<file path="src/rtl/udp_tx_framer.sv">
// UDP tx framer: 8-byte header then payload on a DATA_BYTES-wide stream; payload latency 1, done/chksum 1 cycle after m_last.
// Backpressure: payload accepted only when the output register is empty or draining; output held while m_valid & !m_ready.
module udp_tx_framer #(
  parameter int DATA_BYTES = 4,
  parameter bit CHKSUM_EN  = 1'b1
) (
  input  logic                      clk,
  input  logic                      reset,
  input  logic                      hdr_valid,
  output logic                      hdr_ready,
  input  logic [31:0]               src_ip,
  input  logic [31:0]               dest_ip,
  input  logic [15:0]               src_port,
  input  logic [15:0]               dest_port,
  input  logic [15:0]               pay_len,
  input  logic                      no_chksum,
  input  logic [8*DATA_BYTES-1:0]   s_data,
  input  logic                      s_valid,
  input  logic                      s_last,
  output logic                      s_ready,
  output logic [8*DATA_BYTES-1:0]   m_data,
  output logic [DATA_BYTES-1:0]     m_keep,
  output logic                      m_valid,
  output logic                      m_last,
  input  logic                      m_ready,
  output logic [15:0]               udp_len,
  output logic [15:0]               chksum,
  output logic                      done,
  output logic                      err
);
  localparam int W = 8 * DATA_BYTES;
  localparam logic [15:0] DB16    = 16'(DATA_BYTES);
  localparam logic [15:0] MAX_PAY = 16'd65527;

  typedef enum logic [1:0] {IDLE, HDR, DATA, FIN} state_t;

  state_t                state_q;
  logic                  hdr_ready_q, m_valid_q, m_last_q, done_q, err_q;
  logic                  err_pend_q, no_chksum_q, hdr_idx_q;
  logic [W-1:0]          m_data_q;
  logic [DATA_BYTES-1:0] m_keep_q;
  logic [15:0]           udp_len_q, chksum_q, bytes_left_q, src_port_q, dest_port_q;
  logic [31:0]           acc_q;

  logic                  out_free, fin_go, beat_final, hdr_last;
  logic [63:0]           hdr64;
  logic [W-1:0]          hdr_beat, pay_beat;
  logic [DATA_BYTES-1:0] pay_keep;
  logic [15:0]           hdr_ulen, fold2, chk_d;
  logic [31:0]           hdr_sum, beat_sum, acc_d;
  logic [32:0]           acc_wide;
  logic [16:0]           fold1;

  assign out_free   = !m_valid_q || m_ready;
  assign fin_go     = (state_q == HDR || state_q == DATA) && m_valid_q && m_last_q && m_ready;
  assign s_ready    = (state_q == DATA) && !m_last_q && out_free;
  assign beat_final = bytes_left_q <= DB16;
  assign hdr_last   = (DATA_BYTES == 8) || hdr_idx_q;

  always_comb begin
    hdr_ulen = pay_len + 16'd8;
    hdr_sum  = {16'h0, src_ip[31:16]} + {16'h0, src_ip[15:0]} + {16'h0, dest_ip[31:16]}
             + {16'h0, dest_ip[15:0]} + 32'h0000_0011 + {16'h0, hdr_ulen}
             + {16'h0, src_port} + {16'h0, dest_port} + {16'h0, hdr_ulen};

    hdr64 = {src_port_q, dest_port_q, udp_len_q, 16'h0000};
    if (hdr_last) hdr_beat = hdr64[W-1:0];
    else          hdr_beat = hdr64[63:64-W];

    // Bytes past the datagram end are zeroed so the checksum sees the pad bytes as 0.
    pay_beat = s_data;
    pay_keep = '1;
    if (beat_final) begin
      for (int i = 0; i < DATA_BYTES; i++) begin
        if (16'(i) >= bytes_left_q) begin
          pay_beat[W-1-8*i -: 8]   = 8'h00;
          pay_keep[DATA_BYTES-1-i] = 1'b0;
        end
      end
    end

    beat_sum = '0;
    for (int j = 0; j < DATA_BYTES / 2; j++) beat_sum = beat_sum + {16'h0, pay_beat[W-1-16*j -: 16]};
    acc_wide = {1'b0, acc_q} + {1'b0, beat_sum};
    acc_d    = acc_wide[31:0] + {31'h0, acc_wide[32]};

    fold1 = {1'b0, acc_q[31:16]} + {1'b0, acc_q[15:0]};
    fold2 = fold1[15:0] + {15'h0, fold1[16]};
    chk_d = ~fold2;
    if (chk_d == 16'h0000) chk_d = 16'hFFFF;
    if (!CHKSUM_EN || no_chksum_q) chk_d = 16'h0000;
  end

  always_ff @(posedge clk) begin
    if (reset) begin
      state_q      <= IDLE;
      hdr_ready_q  <= 1'b1;
      m_valid_q    <= 1'b0;
      m_last_q     <= 1'b0;
      done_q       <= 1'b0;
      err_q        <= 1'b0;
      err_pend_q   <= 1'b0;
      no_chksum_q  <= 1'b0;
      hdr_idx_q    <= 1'b0;
      m_data_q     <= '0;
      m_keep_q     <= '0;
      udp_len_q    <= '0;
      chksum_q     <= '0;
      bytes_left_q <= '0;
      src_port_q   <= '0;
      dest_port_q  <= '0;
      acc_q        <= '0;
    end else begin
      done_q <= 1'b0;
      err_q  <= 1'b0;
      if (m_valid_q && m_ready) m_valid_q <= 1'b0;
      if (fin_go) begin
        state_q  <= FIN;
        done_q   <= 1'b1;
        err_q    <= err_pend_q;
        chksum_q <= chk_d;
      end else begin
        case (state_q)
          IDLE: if (hdr_valid && hdr_ready_q) begin
            if (pay_len > MAX_PAY) begin
              err_q <= 1'b1;
            end else begin
              state_q      <= HDR;
              hdr_ready_q  <= 1'b0;
              hdr_idx_q    <= 1'b0;
              err_pend_q   <= 1'b0;
              no_chksum_q  <= no_chksum;
              src_port_q   <= src_port;
              dest_port_q  <= dest_port;
              udp_len_q    <= hdr_ulen;
              bytes_left_q <= pay_len;
              acc_q        <= CHKSUM_EN ? hdr_sum : 32'h0;
            end
          end
          HDR: if (!m_last_q && out_free) begin
            m_data_q  <= hdr_beat;
            m_keep_q  <= '1;
            m_valid_q <= 1'b1;
            hdr_idx_q <= 1'b1;
            if (hdr_last) begin
              if (bytes_left_q == 16'd0) m_last_q <= 1'b1;
              else                       state_q  <= DATA;
            end
          end
          DATA: if (s_valid && s_ready) begin
            m_data_q     <= pay_beat;
            m_keep_q     <= pay_keep;
            m_valid_q    <= 1'b1;
            m_last_q     <= beat_final || s_last;
            err_pend_q   <= beat_final != s_last;
            bytes_left_q <= bytes_left_q - DB16;
            if (CHKSUM_EN) acc_q <= acc_d;
          end
          FIN: begin
            state_q     <= IDLE;
            hdr_ready_q <= 1'b1;
            m_last_q    <= 1'b0;
          end
        endcase
      end
    end
  end

  assign hdr_ready = hdr_ready_q;
  assign m_data    = m_data_q;
  assign m_keep    = m_keep_q;
  assign m_valid   = m_valid_q;
  assign m_last    = m_last_q;
  assign udp_len   = udp_len_q;
  assign chksum    = chksum_q;
  assign done      = done_q;
  assign err       = err_q;
endmodule

</file>
<file path="config.mk">
export PLATFORM = sky130hd
export DESIGN_NAME = udp_tx_framer
export DESIGN_NICKNAME = d
export VERILOG_FILES = /design/src/rtl/udp_tx_framer.sv
export SDC_FILE = /design/constraint.sdc
export NUM_CORES = 1
export LEC_CHECK = 0
export ABC_AREA = 1
export BUFFER_PORTS_ARGS = -buffer_cell sky130_fd_sc_hd__buf_2
export CELL_PAD_IN_SITES_DETAIL_PLACEMENT = 0
export CELL_PAD_IN_SITES_GLOBAL_PLACEMENT = 1
export CORE_MARGIN = 8
export CORE_UTILIZATION = 30
export CTS_BUF_LIST = sky130_fd_sc_hd__clkbuf_4
export DETAILED_ROUTE_END_ITERATION = 10
export PLACE_DENSITY_LB_ADDON = 0.1
export SETUP_SLACK_MARGIN = 0.5
export SLEW_MARGIN = 5
export SYNTH_ARGS = -nofsm -noshare
export SYNTH_HDL_FRONTEND = slang
export SYNTH_SLANG_ARGS = --single-unit
</file>
<file path="constraint.sdc">
create_clock -name clk -period 7.2 [get_ports clk]
set_clock_uncertainty 0.1 [all_clocks]
set_input_delay 0 -clock clk [delete_from_list [all_inputs] [get_ports clk]]
set_output_delay 0 -clock clk [all_outputs]
set_load 0.005 [all_outputs]
</file>
==> results.toml, run 1 <==
[status]
status = "completed"

[route]
drtAntennaViolNets = 0
via_count = 15900
dr.first_iter.drc_count = 1094
first_pass_iters = 5
drt_drc_violations_left = 0
wirelength_um = 62300
wire_per_inst_um = 19.4
viasPerCell = 4.95

[yosys]
ys_types = 45
synthFlopType = "dfxtp_1"
ys_ff_latch = 158
yosys-top-cells-area = "dfxtp_1, nand2_1, fa_1"
syn_area_um2 = 14400
yosys.area.top_type = "dfxtp_1"
synth_edf_count = 0
async_flop_share_pct = 0
avgSynthCellArea_um2 = 6.57
yosysSeqAreaShare_pct = 22.0
synth_top_area_share_pct = 22.0
syn_nets = 2515
syn_inst = 2185
synth_warnings = 0

[placed_design]
dp_hpwl_um = 49800
portBuffers = 224
gp_congestion = 0.913

[sta]
tns_ns = 0
finalCriticalPeriod_ns = 6.26
fmax_ghz = 0.160
relSlewSlack_pct = 33.3
drv_slew = 0
worst_pin_slew_ns = 0.999
whs_ns = 0.112
hold_violations = 0
period_share_pct = 87.0
grt_setup_unrepaired = "false"
setup_viol = 0

[layout]
final_cell_mix = "nand2_1, inv_1, buf_2"
synthToLayoutAreaGrowth_pct = 29.3
nNetsFinal = 2903
multi_input_area_um2 = 9940
seq_area_um2 = 3160
layout_commonest_cell = "nand2_1"
nFillCells = 5134
drive_above_1_share_pct = 13.1

[critical_path]
rrSetupSlack_ns = 0.94
r2r-start = "bytes_left_q[4]"
rr_worst_depth = 40
arrival_ns = 6.80
critPathLaunchType = "register"
slowest_delay_ns = 0.42
crit_type = "reg2reg"
cp_slowest_cell = "fa_1"
path_common_cell = "nand2_1"
crit_required_ns = 7.73
regToRegEndpoint = "acc_q[18]"
end_kind = "register"
path_max_fanout = 5

[clock_network]
clock-sinks = 158
htree_levels = 4
clk_pin_slew_ns = 0.16
cts_buffers = 17
cts_root_buffer = "clkbuf_4"
cts_tree = "built"
clockBufferDepth = 2
clkLatencyLatePin_ns = 0.73

[worst_hold_path]
hp-start = "dest_port[6]"
whs_path_depth = 4
hold_path_end = "dest_port_q[6]"
worst_hold_path_type = "in2reg"

[floorplanning]
die_y_um = 235
die-area_um2 = 55100
dieWidth_um = 235
ios = 225
initial_utilization_pct = 30.3
rows = 80
core_um2 = 47400

[global_route]
first_global_vias = 16000
track_usage_pct = 22.3
antenna_found_initial = 2
grt_pass1_wl_um = 95800
grt_max_degree = 64
overflow = 0

[job]
drv_cap = 0

[power_and_ir_drop]
p_leak_uw = 0.00882
power_per_cell_area_nw_per_um2 = 362
ir_drop_uv = 152
worst max-delay path by stage:
| stage | from | end | slack [ns] |
|---|---|---|---|
| 2_1_floorplan | bytes_left_q[2] | acc_q[18] | 1.97 |
| 3_5_place_dp | bytes_left_q[2] | acc_q[18] | 0.22 |
| 5_1_grt | bytes_left_q[4] | acc_q[18] | 0.49 |
| 3_3_place_gp | bytes_left_q[4] | acc_q[18] | 0.43 |
| 4_1_cts | bytes_left_q[2] | acc_q[18] | 0.52 |
| 6_report | bytes_left_q[4] | acc_q[18] | 0.94 |
sequential cells by signal, summed over array words and instances (netlist names):
register,cells
src_port_q,16
acc_q,32
err_pend_q,1
state_q,2
chksum,16
m_last,1
err,1
hdr_ready,1
m_valid,1
hdr_idx_q,1
udp_len,16
no_chksum_q,1
m_keep,4
done,1
m_data,32
bytes_left_q,16
dest_port_q,16
cell families after synthesis:
| logic type | Yosys count | share of synthesized area (%) |
|---|---|---|
| flops | 158 | 22.0 |
| simple gates | 1059 | 31.2 |
| xor+xnor | 26 | 1.59 |
| compound gates | 382 | 14.4 |
| buf+inv | 381 | 10.1 |
| fa+ha+maj | 179 | 20.6 |
critical path: cells and delay by family, from the launching register on:
| kind | cells | cell delay (ns) |
|---|---|---|
| flops | 1 | 0.37 |
| fa+ha+maj | 4 | 1.04 |
| simple gates | 28 | 3.54 |
| compound gates | 1 | 0.40 |
| buf+inv | 7 | 0.71 |
Yosys cell counts, drive strengths merged (3+ instances only):
cell type and count:
xnor2 10, nor2 241, a21oi 157, a211oi 8, and3 4, nor4 5, or2 4, o21a 3
ha 83, nand3 151, a31oi 27, dfxtp 158, buf 12, o21ai 158, nand3b 14, xor2 16
nand4 49, nor3 21, fa 96, clkbuf 51, o21bai 3, inv 316, nand2 568, o22ai 8
o2111ai 11
repair_timing:
| action | in CTS | in global routing |
|---|---|---|
| hold buffers | 192 | 0 |
| cloned | 0 | 1 |
| resized for setup | 3 | 42 |
| endpoints found under the hold margin | 140 | 0 |
| setup endpoints to repair | 8 | 18 |
| setup buffers | 0 | 4 |
| pin swaps | 0 | 6 |
final cells by class:
| type | instances | area share, % |
|---|---|---|
| Clock buffer | 17 | 0.687 |
| Timing Repair Buffer | 432 | 17.1 |
| Inverter | 318 | 6.44 |
| Clock inverter | 15 | 0.991 |
| Sequential cell | 158 | 17.0 |
| Antenna cell | 4 | 0.0539 |
| Multi-Input combinational cell | 1646 | 53.6 |
| Tap cell | 615 | 4.15 |
metrics by stage:
step / utilization (%) / instances / setup WS [ns] / total power (uW) / cell area [um2]
after floorplan: - / 2185 / 1.97 / 4240 / 14400
after global placement: 33.9 / 2972 / 0.429 / 5850 / 16100
after detailed placement: 33.9 / 2972 / 0.217 / 5830 / 16100
after CTS: 38.6 / 3196 / 0.523 / 6640 / 18300
after global routing: 39.1 / 3204 / 0.491 / 7380 / 18600
final: 39.1 / 3205 / 0.937 / 6720 / 18600
power breakdown:
| part | internal, uW | switching [uW] |
|---|---|---|
| Combinational | 1600 | 3110 |
| Sequential | 1120 | 247 |
| Clock | 246 | 403 |
layer usage:
layer | share of wire [%] | vias up | global-route usage, %
met3 | 3.8 | 60 | 3.20
met1 | 47 | 7546 | 29.3
met5 | 0 | - | 0
li1 | - | 7858 | -
met4 | 1.9 | 0 | 5.86
met2 | 48 | 398 | 37.8
(Power assumes the default switching activity.)
==> inputs of run 2 (changes only) <==
--- a/config.mk
+++ b/config.mk
@@ -13,6 +13,7 @@
 export CORE_UTILIZATION = 30
 export CTS_BUF_LIST = sky130_fd_sc_hd__clkbuf_4
 export DETAILED_ROUTE_END_ITERATION = 10
+export MAX_ROUTING_LAYER = met4
 export PLACE_DENSITY_LB_ADDON = 0.1
 export SETUP_SLACK_MARGIN = 0.5
 export SLEW_MARGIN = 5
==> run 2 against run 1 <==
  * Clock-buffer cell count did not move
  * Total power rose by 1.3%
  * Maximum frequency rose by 1.1%
  * Clock power rose by 17%
  * Global-route usage rose by 0.75 points
  * Combinational power barely moved
  * Setup slack improved by 0.070 ns
  * First-iteration DRC count fell by 8.0%
  * Flip-flop and latch count did not move
  * Die area did not move
  * Sequential power barely moved
==> results.toml, run 2 (same netlist as run 1, synthesis figures left out) <==
[status]
status = "completed"

[power_and_ir_drop]
p_sw_uw = 3760
switching_share_pct = 55.3
p_int_uw = 3040
ir_drop_uv = 173
power_per_cell_area_nw_per_um2 = 369
p_leak_uw = 0.00877
report.power.total_uw = 6810
pwr-share-seq_pct = 20.1
power_frac_comb_pct = 68.8
clock_power_share_pct = 11.1

[clock_network]
cts_tree = "built"
cts_root_buffer = "clkbuf_4"
htree_levels = 4
clockBufferDepth = 2
clkLatencyLatePin_ns = 0.75
cts_buffers = 17
clk_pin_slew_ns = 0.16
clock-sinks = 158

[critical_path]
slowest_delay_ns = 0.41
crit_required_ns = 7.69
arrival_ns = 6.68
path_common_cell = "inv_1"
cpLargestDelayFamily = "simple AND/OR/NAND/NOR gates"
crit_buf_inv = 7
critPathLaunchType = "register"
rr_worst_depth = 38
cp.depth = 38
path_max_fanout = 7
r2r-start = "bytes_left_q[3]"
regToRegEndpoint = "acc_q[22]"
cp_slowest_cell = "fa_1"
end_kind = "register"
crit_type = "reg2reg"
critPathLaunch = "bytes_left_q[3]"
rrSetupSlack_ns = 1.01
endpoint = "acc_q[22]"

[worst_hold_path]
worst_hold_path_type = "in2reg"

[sta]
fmax_ghz = 0.161
grt_setup_unrepaired = "false"
tns_ns = 0
hold_violations = 0
drv_slew = 0
worst_pin_slew_ns = 1.05
finalCriticalPeriod_ns = 6.19
relSlewSlack_pct = 29.8
period_share_pct = 86.0
setup_viol = 0

[layout]
final_area_um2 = 18500
layout_commonest_cell = "nand2_1"
seq_area_um2 = 3160
finalNonFillerCells = 3185
nFillCells = 5257
post-route-util_pct = 38.9
drive_above_1_share_pct = 13.1
final_cell_mix = "nand2_1, inv_1, nor2_1, buf_2, dlygate4sd3_1"
nNetsFinal = 2883
synthToLayoutAreaGrowth_pct = 28.5
multi_input_area_um2 = 9950

[floorplanning]
dieWidth_um = 235
die-area_um2 = 55100
ios = 225
core_um2 = 47400
initial_utilization_pct = 30.3
die_y_um = 235
rows = 80

[placed_design]
postPlaceCellArea_um2 = 16100
portBuffers = 224
gp_congestion = 0.906
numPlacedInstances = 2972
dp_hpwl_um = 50200

[route]
first_pass_iters = 5
wirelength_um = 62700
via_count = 15700
drt_drc_violations_left = 0
viasPerCell = 4.94
dr.first_iter.drc_count = 1006
wire_per_inst_um = 19.7
drtAntennaViolNets = 0

[global_route]
track_usage_pct = 23.0
grt_max_degree = 64
first_global_vias = 16100
overflow = 0
grt_pass1_wl_um = 95900
antenna_found_initial = 3

[job]
drv_cap = 0
[run 2: timing repair]
| action | in CTS | in global routing |
|---|---|---|
| endpoints found under the hold margin | 134 | 0 |
| buffers inserted | 0 | 2 |
| hold buffers | 174 | 0 |
| endpoints found under the setup margin | 8 | 19 |
| pin swaps | 0 | 6 |
| gates resized for setup | 4 | 41 |
| cloned | 0 | 1 |
[run 2: power groups by stage]
stage / Sequential [uW] / Clock [uW] / Combinational, uW
3_3_place_gp: 1380 / 0 / 4480
4_1_cts: 1360 / 782 / 4600
3_5_place_dp: 1380 / 0 / 4450
6_report: 1370 / 756 / 4690
2_1_floorplan: 1270 / 0 / 2970
5_1_grt: 1390 / 816 / 5260
[run 2: stage by stage]
step	setup slack (ns)	hold WS, ns
finish	1.01	0.0560
global route	0.526	0.0242
CTS	0.506	0.00126
detailed placement	0.221	0.159
global placement	0.268	0.167
floorplan	1.97	-0.0100
[run 2: how the worst min path moves through the flow]
| stage | startpoint | end | slack (ns) | depth (start not counted) |
|---|---|---|---|---|
| after floorplan | pay_len[3] | udp_len[3] | -0.01 | 1 |
| after global placement | no_chksum | no_chksum_q | 0.17 | 3 |
| after detailed placement | no_chksum | no_chksum_q | 0.16 | 3 |
| after CTS | src_port[13] | src_port_q[13] | 0.001 | 4 |
| after global routing | src_port[13] | src_port_q[13] | 0.02 | 4 |
| final | src_port[13] | src_port_q[13] | 0.06 | 4 |
[run 2: final cells by class]
class	count	share of cell area, %
multi-input cells	1646	53.9
flip-flops and latches	158	17.1
repair buffers	412	16.1
inverters	318	6.48
well taps	615	4.17
clock inverters	15	1.40
clock buffers	17	0.692
diodes	4	0.0543
[run 2: per-layer routing]
layer | global-route usage (%) | part of all wire [%] | vias to the layer above
li1 | - | - | 7826
met1 | 29.0 | 46 | 7396
met3 | 3.18 | 4.0 | 74
met2 | 38.1 | 47 | 431
met4 | 6.71 | 2.5 | 0
met5 | - | 0 | -
[run 2: tightest hold or removal path: cells and delay by family]
family                 cells  cell delay (ns)
buffers and inverters      2             0.64
AO/OA/AOI/OAI              1             0.12
AND/OR/NAND/NOR            1             0.10
